<file path="src/rtl/adc_pkt_pkg.sv">
// Shared types and helpers for the ADC AXI-Stream frame packer.
// Offset-binary to two's-complement conversion lives here.
package adc_pkt_pkg;

  localparam int ADC_OTR_BIT = 14;
  localparam int ADC_DATA_W  = 14;

  typedef enum logic [1:0] {
    IDLE,
    RUN,
    DRAIN
  } state_t;

  // Flip the MSB to move mid-scale to zero, then sign-extend to 16 bits.
  function automatic logic [15:0] ob14_to_s16(
    input logic [ADC_DATA_W-1:0] d
  );
    return {{2{~d[13]}}, ~d[13], d[12:0]};
  endfunction

endpackage

</file>
<file path="src/rtl/axis_out_slice.sv">
// One-entry AXI-Stream output register (data, last, valid).
// The owner must only assert load when the entry is free or draining.
module axis_out_slice #(
  parameter int DATA_W = 32
) (
  input  logic              clk,
  input  logic              rst,
  input  logic              load,
  input  logic [DATA_W-1:0] load_data,
  input  logic              load_last,
  input  logic              ready,
  output logic              valid,
  output logic              last,
  output logic [DATA_W-1:0] data
);

  // Hold the word until it is taken; a new load may replace a taken word.
  always_ff @(posedge clk or posedge rst) begin
    if (rst) begin
      valid <= 1'b0;
      last  <= 1'b0;
      data  <= '0;
    end else if (load) begin
      valid <= 1'b1;
      last  <= load_last;
      data  <= load_data;
    end else if (ready) begin
      valid <= 1'b0;
    end
  end

endmodule

</file>
<file path="src/rtl/adc_axis_frame_packer.sv">
// Packs two converted ADC samples per 32-bit AXI-Stream word,
// cuts fixed-length frames with tlast and counts clips/frames.
module adc_axis_frame_packer
  import adc_pkt_pkg::*;
#(
  parameter int FRAME_WORDS = 256,
  parameter int CNT_W       = 16
) (
  input  logic             s00_axis_aclk,
  input  logic             s00_axis_areset,
  input  logic             enable,
  input  logic [31:0]      s00_axis_tdata,
  input  logic             s00_axis_tvalid,
  output logic             s00_axis_tready,
  input  logic             s00_axis_tlast,
  output logic [31:0]      m00_axis_tdata,
  output logic             m00_axis_tvalid,
  input  logic             m00_axis_tready,
  output logic             m00_axis_tlast,
  output logic [3:0]       m00_axis_tstrb,
  output logic [CNT_W-1:0] clip_count,
  output logic [CNT_W-1:0] frame_count
);

  localparam logic [15:0] LAST_IDX = 16'(FRAME_WORDS - 1);

  state_t      state;
  logic        hi;
  logic [15:0] half;
  logic [15:0] word_cnt;

  logic [15:0] s16;
  logic        otr;
  logic        out_ok;
  logic        at_bound;
  logic        drain_hold;
  logic        accept;
  logic        load;
  logic        last_word;
  logic        unused;

  assign s16       = ob14_to_s16(s00_axis_tdata[ADC_DATA_W-1:0]);
  assign otr       = s00_axis_tdata[ADC_OTR_BIT];
  assign unused    = ^{s00_axis_tdata[31:15], s00_axis_tlast};
  assign out_ok    = !m00_axis_tvalid || m00_axis_tready;
  assign at_bound  = !hi && (word_cnt == 16'd0);
  // In DRAIN a frame boundary means the tlast word is already loaded.
  assign drain_hold = (state == DRAIN) && at_bound;
  assign last_word = (word_cnt == LAST_IDX);

  // Ready: free in IDLE, gated on output space for the completing half.
  always_comb begin
    s00_axis_tready = 1'b0;
    if (!s00_axis_areset) begin
      if (state == IDLE)    s00_axis_tready = 1'b1;
      else if (drain_hold)  s00_axis_tready = 1'b0;
      else if (!hi)         s00_axis_tready = 1'b1;
      else                  s00_axis_tready = out_ok;
    end
  end

  assign accept = (state != IDLE) && s00_axis_tvalid && s00_axis_tready;
  assign load   = accept && hi;

  assign m00_axis_tstrb = 4'b1111;

  // Sequencer: capture state, half register and word index.
  always_ff @(posedge s00_axis_aclk or posedge s00_axis_areset) begin
    if (s00_axis_areset) begin
      state    <= IDLE;
      hi       <= 1'b0;
      half     <= '0;
      word_cnt <= '0;
    end else begin
      unique case (state)
        IDLE: begin
          hi       <= 1'b0;
          word_cnt <= '0;
          if (enable) state <= RUN;
        end
        RUN, DRAIN: begin
          if (accept && !hi) begin
            half <= s16;
            hi   <= 1'b1;
          end
          if (load) begin
            hi       <= 1'b0;
            word_cnt <= last_word ? 16'd0 : word_cnt + 16'd1;
          end
          if (state == RUN && !enable) state <= DRAIN;
          if (drain_hold && out_ok)    state <= IDLE;
        end
        default: state <= IDLE;
      endcase
    end
  end

  // Status counters: saturating clips, wrapping frames.
  always_ff @(posedge s00_axis_aclk or posedge s00_axis_areset) begin
    if (s00_axis_areset) begin
      clip_count  <= '0;
      frame_count <= '0;
    end else begin
      if (accept && otr && clip_count != '1)
        clip_count <= clip_count + 1'b1;
      if (m00_axis_tvalid && m00_axis_tready && m00_axis_tlast)
        frame_count <= frame_count + 1'b1;
    end
  end

  axis_out_slice #(
    .DATA_W(32)
  ) u_out (
    .clk       (s00_axis_aclk),
    .rst       (s00_axis_areset),
    .load      (load),
    .load_data ({s16, half}),
    .load_last (last_word),
    .ready     (m00_axis_tready),
    .valid     (m00_axis_tvalid),
    .last      (m00_axis_tlast),
    .data      (m00_axis_tdata)
  );

endmodule

</file>
<file path="config.mk">
export PLATFORM = sky130hd
export DESIGN_NAME = adc_axis_frame_packer
export DESIGN_NICKNAME = d
export VERILOG_FILES = /design/src/rtl/adc_pkt_pkg.sv /design/src/rtl/axis_out_slice.sv /design/src/rtl/adc_axis_frame_packer.sv
export SDC_FILE = /design/constraint.sdc
export NUM_CORES = 1
export LEC_CHECK = 0
export ABC_AREA = 1
export BUFFER_PORTS_ARGS = -buffer_cell sky130_fd_sc_hd__clkbuf_2
export CORE_MARGIN = 10
export CORE_UTILIZATION = 49
export DETAILED_ROUTE_END_ITERATION = 10
export PLACE_DENSITY = 0.77
export SLEW_MARGIN = 10
export SYNTH_ARGS = -nofsm -noshare
export SYNTH_HDL_FRONTEND = slang
export SYNTH_SLANG_ARGS = --single-unit
</file>
<file path="constraint.sdc">
create_clock -name s00_axis_aclk -period 3.1 [get_ports s00_axis_aclk]
set_clock_uncertainty 0.05 [all_clocks]
set_input_delay 0.62 -clock s00_axis_aclk [delete_from_list [all_inputs] [get_ports s00_axis_aclk]]
set_output_delay 0.62 -clock s00_axis_aclk [all_outputs]
set_load 0.1 [all_outputs]
</file>
==> qor.yml <==
stdcell_area_um2: 5390
track_usage_pct: 14.4
setup_viol_count_final: 0
clk-insertion-delay-late_ps: 360
maxCapViolCount: 0
wl_um: 10000
clockRootBuffer: "clkbuf_8"
hold_class: "input port to asynchronous set/reset pin"
avgSynthCellArea_um2: 8.25
hpwl_um: 7250
rsz0062_at_grt: "false"
cts_htree_levels: 3
crit_arrival_ps: 2050
ys_ff_latch: 95
die_w_um: 118
syn_area_um2: 4690
hold_violations: 0
crit_required_ps: 2430
crit_path_max_fanout: 5
grt_overflow: 0
initial_utilization_pct: 50.6
finalSetupTns_ps: 0
antennaDiodeCount: 0
ir_worst_vdd_v: 0.000959
yosysSeqAreaShare_pct: 50.6
grt_start_max_net_pins: 96
drive_gt1_share_pct: 17.4
core_um2: 9280
synth_edf_count: 0
antenna_found_initial: 0
setup.worst_path.class: "flop to primary output"
portBuffers: 86
worst_pin_slew_ps: 642
pin_count: 109
grt_pass1_vias: 3664
ys_warn_count: 0
period_share_pct: 87.7
ys_types: 26
run_status: "finished, final reports clean"
ant_nets: 0
nNetsFinal: 696
cts_buffers: 9
synth_ff_type: "dfrtp_1"
firstDrtPassIters: 4
cts_resized: 0
dp_cells: 768
end_kind: "primary output"
ctsHoldBuffers: 0
cts_buffer_depth: 2
cts_tree: "built"
path_cells: "inv_1 > ha_1 > nand3_1 > nor2_1 > nand2_1 > nand2_2 > a21oi_4 > clkbuf_2"
cp_top_family: "buffers and inverters"
drtIter0Drc: 286
cp-start-kind: "flop"
cts.clk_slew.worst_paths_ps: 100
syn-instance-count: 569
grt_pass1_wl_um: 17100
wl_per_cell_um: 12.8
route.detailed.vias_per_inst: 4.82
maxSlewHeadroom_pct: 57.0
areaGrowthSynthToFinish_pct: 14.7
placedInstanceArea_um2: 5210
fin_util_pct: 58.0
gp_congestion: 0.829
p_leak_nw: 2.95
cts_setup_buffers: 0
async_flop_share_pct: 100
power_density_nw_per_um2: 1020
fmax_ghz: 0.368
cts.sinks: 95
num_rows: 35
total_power_mw: 5.48
crit_buf_inv: 2
die-area_um2: 13900
slowest_delay_ps: 500
slowest_stage: "clkbuf_2"
drcViolationCount: 0
final_cells: 784
vias: 3775
die_h_um: 118
drv_slew: 0
fin_crit_ps: 2720
## synthesized netlist by cell type (2+ instances only)
master	number	share of area, %
buf_2	8	0.85
o21ai_0	6	0.64
nor4_1	3	0.40
nand3_1	54	5.8
buf_4	10	1.6
nand4_4	2	0.91
nand2_1	205	16
nor3_1	10	1.1
o21ai_1	16	1.7
inv_2	3	0.24
nand4_1	5	0.67
inv_1	55	4.4
clkbuf_1	4	0.32
ha_1	8	2.1
nor2_1	34	2.7
xor2_1	27	5.0
dfrtp_1	95	51
xnor2_1	16	3.0
## metrics by stage
stage	setup slack, ps	hold slack [ps]
2_1_floorplan	53.3	392
3_3_place_gp	779	402
3_5_place_dp	760	401
4_1_cts	347	395
5_1_grt	283	400
6_report	382	377
## flip-flops by register name, indices dropped and copies added (netlist names), 2 cells and up
name,count
frame_count,16
half,14
u_out.data,28
state,2
word_cnt,16
clip_count,16
## power by group
| part | internal (mW) | total, mW | switching [mW] |
|---|---|---|---|
| Clock | 0.304 | 0.766 | 0.463 |
| Combinational | 0.424 | 2.92 | 2.49 |
| Sequential | 1.56 | 1.80 | 0.239 |
| Total | 2.29 | 5.48 | 3.19 |
## metal layers
layer / wire [µm] / part of all wire, % / vias to the layer above / global-route usage [%]
met3: 424 / 4.2 / 10 / 3.31
met5: 0 / 0 / - / 0
met4: 138 / 1.4 / 0 / 5.56
met2: 5040 / 50 / 72 / 24.8
li1: - / - / 1921 / -
met1: 4420 / 44 / 1772 / 17.1
## area by class of cell
cell class | count | area (µm²)
Sequential cell | 95 | 2380
Timing Repair Buffer | 89 | 465
Inverter | 58 | 221
Fill cell | 842 | 3900
Tap cell | 129 | 161
Multi-Input combinational cell | 397 | 1980
Clock buffer | 10 | 128
Clock inverter | 6 | 51.3
## final timing paths
check / from / endpoint / depth (start not counted) / slack, ps
worst max-delay path: state[0]$_DFFE_PP0P_ / s00_axis_tready / 8 / 380
worst min-delay path: s00_axis_areset / clip_count[15]$_DFFE_PP0P_ / 3 / 380
worst max register to register: state[0]$_DFFE_PP0P_ / half[3]$_DFFE_PP0P_ / 7 / 900
worst min register to register: half[6]$_DFFE_PP0P_ / u_out.data[6]$_DFFE_PP0P_ / 2 / 420
max in group asynchronous: s00_axis_areset / u_out.data[18]$_DFFE_PP0P_ / 3 / 2200
min in group s00_axis_aclk: s00_axis_tdata[5] / u_out.data[21]$_DFFE_PP0P_ / 3 / 410
## cell usage in the layout, fill, tap and decap left out, types with 2 or more instances in the layout
master	instances
xor2_1	27
nand3_1	54
inv_1	54
nor3_1	10
clkbuf_8	9
dfrtp_1	95
conb_1	4
inv_2	3
o21ai_0	6
xnor2_1	16
clkbuf_2	86
nor2_1	34
nand2_1	205
ha_1	8
inv_6	2
nand4_1	5
buf_4	2
nand4_4	2
nor4_1	3
o21ai_1	16
clkinvlp_4	4
## logic make-up after synthesis
group           count (synthesis)  share of synthesized area (%)
simple gates                  317                           28.7
compound gates                 25                           3.01
other cells                     1                         0.0799
xor+xnor                       43                           8.02
fa+ha+maj                       8                           2.13
flops                          95                           50.6
buf+inv                        80                           7.41
## worst register-to-register path, cell delays in order (launching register included)
cell,delay (ps)
dfrtp_1,400
inv_1,90
ha_1,240
nor2_1,520
nand4_4,360
inv_2,330
nand2_1,100
nand2_1,70
Note: power is estimated with default switching activity, not from simulation.
